==> src/rtl/siso_frame_pkg.sv <==
// Shared types and constants for the framed serial receiver.
// Frame on the wire (enabled bits only): start(1), D0..D(W-1), even parity, stop(0).
package siso_frame_pkg;

    typedef enum logic [1:0] {
        IDLE   = 2'd0,
        DATA   = 2'd1,
        PARITY = 2'd2,
        STOP   = 2'd3
    } state_t;

    localparam logic START_BIT = 1'b1;
    localparam logic STOP_BIT  = 1'b0;

    // Bits needed to index 0..value-1, never less than one.
    function automatic int clog2(input int value);
        int r;
        int v;
        r = 0;
        v = value - 1;
        while (v > 0) begin
            r = r + 1;
            v = v >> 1;
        end
        if (r < 1) begin
            r = 1;
        end
        return r;
    endfunction

endpackage

==> src/rtl/sipo_capture_reg.sv <==
// Right-shift capture register: new bit enters at the MSB, so the first bit lands at bit 0.
// Single-cycle update; shift and clear are both gated by the caller.
module sipo_capture_reg #(
    parameter int WIDTH = 4
) (
    input  logic             clk_i,
    input  logic             rst_i,
    input  logic             clr_i,
    input  logic             shift_en_i,
    input  logic             bit_i,
    output logic [WIDTH-1:0] data_o
);

    logic [WIDTH-1:0] shreg_q;
    logic [WIDTH-1:0] shreg_d;

    always_comb begin
        shreg_d = shreg_q;
        if (clr_i) begin
            shreg_d = '0;
        end else if (shift_en_i) begin
            shreg_d = {bit_i, shreg_q[WIDTH-1:1]};
        end
    end

    always_ff @(posedge clk_i) begin
        if (rst_i) begin
            shreg_q <= '0;
        end else begin
            shreg_q <= shreg_d;
        end
    end

    assign data_o = shreg_q;

endmodule

==> src/rtl/siso_frame_receiver.sv <==
// Framed serial receiver behind the SISO shift register: start/data/parity/stop, valid/ack output.
// Every frame is committed; a commit while an unacknowledged word is held is dropped and sets Overrun.
module siso_frame_receiver
    import siso_frame_pkg::*;
#(
    parameter int WIDTH = 4
) (
    input  logic             CLK,
    input  logic             RST,
    input  logic             Serial_IN,
    input  logic             Bit_EN,
    input  logic             Data_Ack,
    output logic [WIDTH-1:0] Data_OUT,
    output logic             Data_Valid,
    output logic             Parity_Err,
    output logic             Frame_Err,
    output logic             Overrun,
    output logic             Busy
);

    localparam int            CW       = clog2(WIDTH);
    localparam logic [CW-1:0] LAST_IDX = CW'(WIDTH - 1);

    state_t           state_q, state_d;
    logic [CW-1:0]    cnt_q, cnt_d;
    logic             par_acc_q, par_acc_d;
    logic             par_err_q, par_err_d;

    logic             cap_clr;
    logic             cap_shift;
    logic             commit;
    logic [WIDTH-1:0] cap_data;

    logic [WIDTH-1:0] data_q;
    logic             valid_q;
    logic             perr_q;
    logic             ferr_q;
    logic             ovr_q;
    logic             busy_q;

    // State register
    always_ff @(posedge CLK) begin
        if (RST) begin
            state_q   <= IDLE;
            cnt_q     <= '0;
            par_acc_q <= 1'b0;
            par_err_q <= 1'b0;
        end else begin
            state_q   <= state_d;
            cnt_q     <= cnt_d;
            par_acc_q <= par_acc_d;
            par_err_q <= par_err_d;
        end
    end

    // Next-state logic; nothing moves on edges without Bit_EN
    always_comb begin
        state_d   = state_q;
        cnt_d     = cnt_q;
        par_acc_d = par_acc_q;
        par_err_d = par_err_q;
        if (Bit_EN) begin
            case (state_q)
                IDLE: begin
                    if (Serial_IN == START_BIT) begin
                        state_d   = DATA;
                        cnt_d     = '0;
                        par_acc_d = 1'b0;
                    end
                end
                DATA: begin
                    par_acc_d = par_acc_q ^ Serial_IN;
                    if (cnt_q == LAST_IDX) begin
                        state_d = PARITY;
                    end else begin
                        cnt_d = cnt_q + CW'(1);
                    end
                end
                PARITY: begin
                    par_err_d = par_acc_q ^ Serial_IN;
                    state_d   = STOP;
                end
                STOP: begin
                    state_d = IDLE;
                end
                default: begin
                    state_d = IDLE;
                end
            endcase
        end
    end

    // Datapath controls decoded from the current state
    always_comb begin
        cap_clr   = 1'b0;
        cap_shift = 1'b0;
        commit    = 1'b0;
        case (state_q)
            IDLE:    cap_clr   = Bit_EN && (Serial_IN == START_BIT);
            DATA:    cap_shift = Bit_EN;
            STOP:    commit    = Bit_EN;
            default: ;
        endcase
    end

    sipo_capture_reg #(
        .WIDTH(WIDTH)
    ) u_capture (
        .clk_i      (CLK),
        .rst_i      (RST),
        .clr_i      (cap_clr),
        .shift_en_i (cap_shift),
        .bit_i      (Serial_IN),
        .data_o     (cap_data)
    );

    // An ack on the commit edge frees the holding register for the new word
    always_ff @(posedge CLK) begin
        if (RST) begin
            data_q  <= '0;
            valid_q <= 1'b0;
            perr_q  <= 1'b0;
            ferr_q  <= 1'b0;
            ovr_q   <= 1'b0;
            busy_q  <= 1'b0;
        end else begin
            busy_q <= (state_d != IDLE);
            if (commit && (!valid_q || Data_Ack)) begin
                data_q  <= cap_data;
                perr_q  <= par_err_q;
                ferr_q  <= (Serial_IN != STOP_BIT);
                valid_q <= 1'b1;
            end else if (commit) begin
                ovr_q <= 1'b1;
            end else if (Data_Ack) begin
                valid_q <= 1'b0;
            end
        end
    end

    assign Data_OUT   = data_q;
    assign Data_Valid = valid_q;
    assign Parity_Err = perr_q;
    assign Frame_Err  = ferr_q;
    assign Overrun    = ovr_q;
    assign Busy       = busy_q;

endmodule

==> config.mk <==
export PLATFORM = sky130hd
export DESIGN_NAME = siso_frame_receiver
export DESIGN_NICKNAME = d
export VERILOG_FILES = /design/src/rtl/siso_frame_pkg.sv /design/src/rtl/sipo_capture_reg.sv /design/src/rtl/siso_frame_receiver.sv
export SDC_FILE = /design/constraint.sdc
export NUM_CORES = 1
export LEC_CHECK = 0
export BUFFER_PORTS_ARGS = -buffer_cell sky130_fd_sc_hd__buf_2
export CORE_AREA = 8 8 48 54
export CTS_BUF_LIST = sky130_fd_sc_hd__clkbuf_8 sky130_fd_sc_hd__clkbuf_16
export CTS_CLUSTER_DIAMETER = 40
export DETAILED_ROUTE_END_ITERATION = 10
export DIE_AREA = 0 0 56 62
export HOLD_SLACK_MARGIN = 0.02
export PLACE_DENSITY = 0.81
export SLEW_MARGIN = 10
export SYNTH_ARGS = -nofsm -noshare
export SYNTH_HDL_FRONTEND = slang
export SYNTH_SLANG_ARGS = --single-unit
==> constraint.sdc <==
create_clock -name CLK -period 1.7 [get_ports CLK]
set_input_delay 0.34 -clock CLK [delete_from_list [all_inputs] [get_ports CLK]]
set_output_delay 0.34 -clock CLK [all_outputs]
set_load 0.1 [all_outputs]
-- Yosys cells after proc, flatten, opt, wreduce, memory -nomap -nowiden
Cells that the tools add are included.
- muxes and demuxes: 15
- $add $sub $neg: 1
- eq/ne operators: 7
- reduce and logical (&&, ||, !) cells: 14
- bitwise operators: 2
- operators with widths (cell ; count):
    2-bit 2-to-1 mux ; 5
    2-bit case mux with 4 select lines ; 1
    1-bit 2-to-1 mux ; 7
    2-bit == test, second input constant ; 3
    2-bit AND reduction ; 3
    2-bit nonzero test ; 3
    2-bit inequality test, second input constant ; 2
    2-bit case mux with 2 select lines ; 1
    4-bit AND reduction ; 1
    3-bit AND reduction ; 1
    2-bit by 1-bit adder with 2-bit output, second input constant ; 1
    2-bit by 1-bit == test with 1-bit output, second input constant ; 1
    1-bit logical AND ; 2
    2-bit logical NOT ; 1
    2-bit by 1-bit inequality test with 1-bit output, second input constant ; 1
    1-bit case mux with 2 select lines ; 1
    2-bit OR reduction ; 1
    1-bit logical NOT ; 1
    1-bit logical OR ; 1
    1-bit inverter ; 1
    1-bit bitwise XOR ; 1
- register bits after elaboration: 19
- input bits: 5
- output and inout bits: 9
- word-level logic and storage cells: 50

-- Depth between registers and ports, before layout
- word-level depth: 5
- mapped depth: 5
- depth with buffers taken out: 4

-- Modules after synthesis
From an unflattened synthesis, not the netlist that was laid out.
- cells, all modules: 90
- area total of the unflattened synthesis: 814.5 µm²
- modules (own cells, without submodules) (module ; instances ; seq. area each (µm²) ; cells each ; area each (µm²)):
    siso_frame_receiver ; 1 ; 300.3 ; 77 ; 669.4
    sipo_capture_reg ; 1 ; 80.1 ; 13 ; 145.1

-- Least setup slack after synthesis
Ideal clock, no wire load.
- kind: register to register
- start point: reg valid_q, in the netlist Data_Valid
- end point: reg data_q[0], in the netlist Data_OUT[0]
- slack: 0.039 ns
- cell stages (with the launch flop): 4
- arrival: 1.528 ns
- required time: 1.567 ns
- path through: dfxtp_1 -> nor2b_1 -> nor3b_4 -> mux2i_1
- longest elaborated chain between the ends: 3
- RTL lines (element ; line ; text):
    from (decl) ; siso_frame_receiver.sv:35 ; logic valid_q;
    from (signal assigned) ; siso_frame_receiver.sv:121 ; valid_q <= 1'b0;
    from (signal assigned) ; siso_frame_receiver.sv:132 ; valid_q <= 1'b1;
    from (signal assigned) ; siso_frame_receiver.sv:136 ; valid_q <= 1'b0;
    1-bit logical NOT ; siso_frame_receiver.sv:128 ; if (commit && (!valid_q || Data_Ack)) begin
    1-bit logical OR ; siso_frame_receiver.sv:128 ;
    1-bit logical AND ; siso_frame_receiver.sv:128 ;
    to (signal assigned) ; siso_frame_receiver.sv:129 ; data_q <= cap_data;
    to (decl) ; siso_frame_receiver.sv:34 ; logic [WIDTH-1:0] data_q;
Every way passes these cells.
A chain may end at the register's enable or synchronous reset.

-- Worst setup path after layout
- start point: reg state_q[0]
- end point: reg perr_q, in the netlist Parity_Err
- longest elaborated chain between the ends: 3
- RTL lines (element ; line ; text):
    from (decl) ; siso_frame_receiver.sv:24 ; state_t state_q, state_d;
    from (signal assigned) ; siso_frame_receiver.sv:49 ; state_q <= state_d;
    2-bit == test ; siso_frame_receiver.sv:98 ; case (state_q)
    1-bit 2-to-1 mux ; siso_frame_receiver.sv:98 ;
    1-bit logical AND ; siso_frame_receiver.sv:128 ;
    to (signal assigned) ; siso_frame_receiver.sv:130 ; perr_q <= par_err_q;
    to (decl) ; siso_frame_receiver.sv:36 ; logic perr_q;
Every way passes these cells.

==> qor.csv <==
stage,metric,value,unit
setup_path,worst reg2reg path endpoint,Parity_Err,
setup_path,Worst setup EP type,flip-flop,
synthesis,Synth Warn #,0,
clock_network,post-cts resize count,0,
drt,WL/cell,14.1,um
hold_path,HP Start,RST,
pwr,switching share of total power,24.0,%
pwr,sequential power share,55.1,%
job,Max-Cap Viols,0,
pwr,Internal,0.000633,W
outcome,outcome,completed,
setup_path,crit start category,flip-flop,
drt,via count,662,
grt,gr ovfl total,0,
floorplanning,core area,0.00172,mm^2
drt,DRT Wirelength,1670,um
final_layout,register area,380,um^2
clock_network,worst-skew pair later-pin latency,260,ps
synthesis,Cells after Synth,88,
timing,Slew @ Worst Pin,488,ps
drt,number of routed nets with antenna violations,0,
setup_path,reg2reg path depth,3,
floorplanning,initial core utilization,49.4,%
timing,Post-Route Setup TNS,0,ps
setup_path,critical path class,flip-flop to flip-flop,
setup_path,crit-path cells,nand2_2 > nor3b_4 > mux2i_1,
pwr,leak pwr,0.399,nW
clock_network,clk root buf,clkbuf_8,
grt,antenna violations before repair,0,
timing,final worst slack,241,ps
timing,Max Freq,685,MHz
setup_path,"delay-heaviest family, CP",flip-flops,
timing,clock skew,0.990,ps
pwr,Clock power frac,37.4,%
setup_path,WP data required,1890,ps
synthesis,Post-Syn Area,851,um^2
setup_path,RR Startpoint,state_q[0],
timing,tightest hold margin,360,ps
drt,DRC viols,0,
clock_network,CTS tree,yes,
setup_path,Worst EP arrival,1650,ps
synthesis,Avg Inst Size Synth,9.67,um^2
hold_path,Hold Path End,u_capture.data_o[3],
clock_network,Clock Path Buffers,2,
timing,Final Max Slew Viols,0,
final_layout,fraction of layout cells with a size suffix above 1,21.8,%
placement,Final HPWL DP,1160,um
setup_path,"slowest stage delay, CP",590,ps
placement,Place WS,306,ps
timing,Setup Viol. Count Final,0,
placement,GP Congestion,0.810,
final_layout,Final Net Count,108,
drt,first drt pass iteration count,4,
timing,Slew headroom,67.7,%
setup_path,CP bufs+invs,0,
final_layout,FILL cells,158,
clock_network,total CTS buffers,3,
setup_path,"setup slack, reg-to-reg",240,ps
floorplanning,Die Wd,56,um
floorplanning,row cnt,16,
pwr,sw power,0.000200,W
clock_network,Clock transition at path regs,70,ps
drt,1st-iter DRT viols,12,
timing,RSZ-0062 raised after global routing,false,
final_layout,diodes inserted,0,
grt,largest net degree at the start of global routing,15,
grt,vias in the first global route,642,
final_layout,P&R area growth vs syn,12.4,%
synthesis,Yosys reg bits,19,
floorplanning,io pins,14,
synthesis,net count after synthesis,94,
pwr,Combinational Power Share,7.5,%
clock_network,H-tree Lvls,1,
clock_network,clk sinks,19,
grt,GRT Total Usage,10.3,%
timing,Final Cycle Share,85.8,%
hold_path,Worst Hold Path Cells,2,
clock_network,Hold Buf Count CTS,0,
clock_network,setup bufs post-CTS,0,
timing,Final Hold Violating Endpoints,0,
grt,first-pass GRT wire length,2850,um
final_layout,area of the multi-input gates,430,um^2
final_layout,post-layout util,55.5,%
floorplanning,DIE HEIGHT,62,um
drt,routed vias/inst,5.56,
synthesis,Synth cell types,30,
timing,crit path time final,1460,ps
hold_path,Hold Crit Class,input port to flip-flop,
setup_path,"Max FO, Critical Path",14,
floorplanning,Die ar.,0.00347,mm^2
pwr,Pwr Density,871,mW/mm^2
pwr,Worst VDD drop,0.531,mV
setup_path,CP max-delay cell,dfxtp_1,
synthesis,share of the yosys chip area belonging to registers,44.7,%
placement,Port Buffers,13,
-- power by group through the flow --
stage	combinational, W	sequential (W)	clock, W
6_report	0.0000625	0.000459	0.000312
5_1_grt	0.0000675	0.000459	0.000334
4_1_cts	0.0000622	0.000458	0.000318
3_5_place_dp	0.0000616	0.000468	0
3_3_place_gp	0.0000598	0.000468	0
2_1_floorplan	0.0000423	0.000476	0
-- per-stage QoR --
step | std cells | total power [W] | cell area, um^2
final | 119 | 0.000833 | 956
after global routing | 119 | 0.000860 | 956
after CTS | 119 | 0.000838 | 956
after detailed placement | 115 | 0.000530 | 910
after global placement | 115 | 0.000527 | 910
after floorplan | 88 | 0.000518 | 851
-- Yosys cell counts, drive strengths merged --
cell type,number,area [um^2]
nor2b,2,12.5
nand3b,2,15.0
o21ai,3,15.0
inv,1,3.75
or4b,1,13.8
nor3b,1,18.8
o41ai,2,25.0
ha,1,12.5
nand4b,2,17.5
a211oi,1,7.51
and3b,1,8.76
nand2b,1,6.26
and4b,1,10.0
buf,5,36.3
xnor2,1,8.76
a41oi,1,8.76
a21oi,2,10.0
nor2,12,45.0
and2,1,6.26
nand2,13,51.3
dfxtp,19,380
o22ai,1,6.26
o311ai,2,17.5
mux2i,10,100
o21a,1,7.51
a31oi,1,6.26
-- cell families (layout without fill, tap and decap cells) --
| logic type | Yosys count | count (layout) | synth area share [%] |
|---|---|---|---|
| fa+ha+maj | 1 | 1 | 1.47 |
| simple gates | 37 | 37 | 24.1 |
| xor+xnor | 1 | 1 | 1.03 |
| flops | 19 | 19 | 44.7 |
| mux | 10 | 10 | 11.8 |
| buf+inv | 6 | 19 | 4.70 |
| compound gates | 14 | 14 | 12.2 |
-- layer usage --
metal  GRT usage (%)  wire (um)  up-vias
li1                -          -      340
met1            11.7        809      302
met2            16.8        746       15
met3            3.25         73        5
met4            6.19         43        0
met5               0          0        -
-- registers in the layout (all words and copies together), names as in the netlist --
register,count
Data_OUT,4
u_capture.data_o,4
cnt_q,2
state_q,2
Busy,1
Data_Valid,1
Frame_Err,1
Overrun,1
Parity_Err,1
par_acc_q,1
par_err_q,1
-- cells in the final DEF (no fill, tap or decap), drive strengths merged --
cell and instances:
nand4b 2, inv 1, clkinv 1, ha 1
a41oi 1, nand3b 2, nor3b 1, nor2b 2
buf 14, and3b 1, nand2 13, o22ai 1
nand2b 1, a21oi 2, a31oi 1, mux2i 10
and4b 1, or4b 1, o21a 1, and2 1
o21ai 3, dfxtp 19, o41ai 2, a211oi 1
nor2 12, o311ai 2, clkbuf 3, xnor2 1
-- area by class of cell --
type                            count  share of cell area (%)
Tap cell                           18                    2.36
Sequential cell                    19                    39.8
Clock inverter                      1                   0.524
Multi-Input combinational cell     63                    45.0
Inverter                            1                   0.393
Clock buffer                        3                    4.32
Timing Repair Buffer               14                    7.59
-- how the worst max path moves through the flow --
| stage | start | to | slack, ps | cells after the start |
|---|---|---|---|---|
| floorplan | Data_Valid | Data_OUT[0] | 40 | 3 |
| global placement | state_q[0] | Parity_Err | 360 | 3 |
| detailed placement | state_q[0] | Parity_Err | 310 | 3 |
| CTS | state_q[0] | Parity_Err | 260 | 3 |
| global route | state_q[0] | Frame_Err | 160 | 3 |
| finish | state_q[0] | Parity_Err | 240 | 3 |
Power figures use the tool's default switching activity.
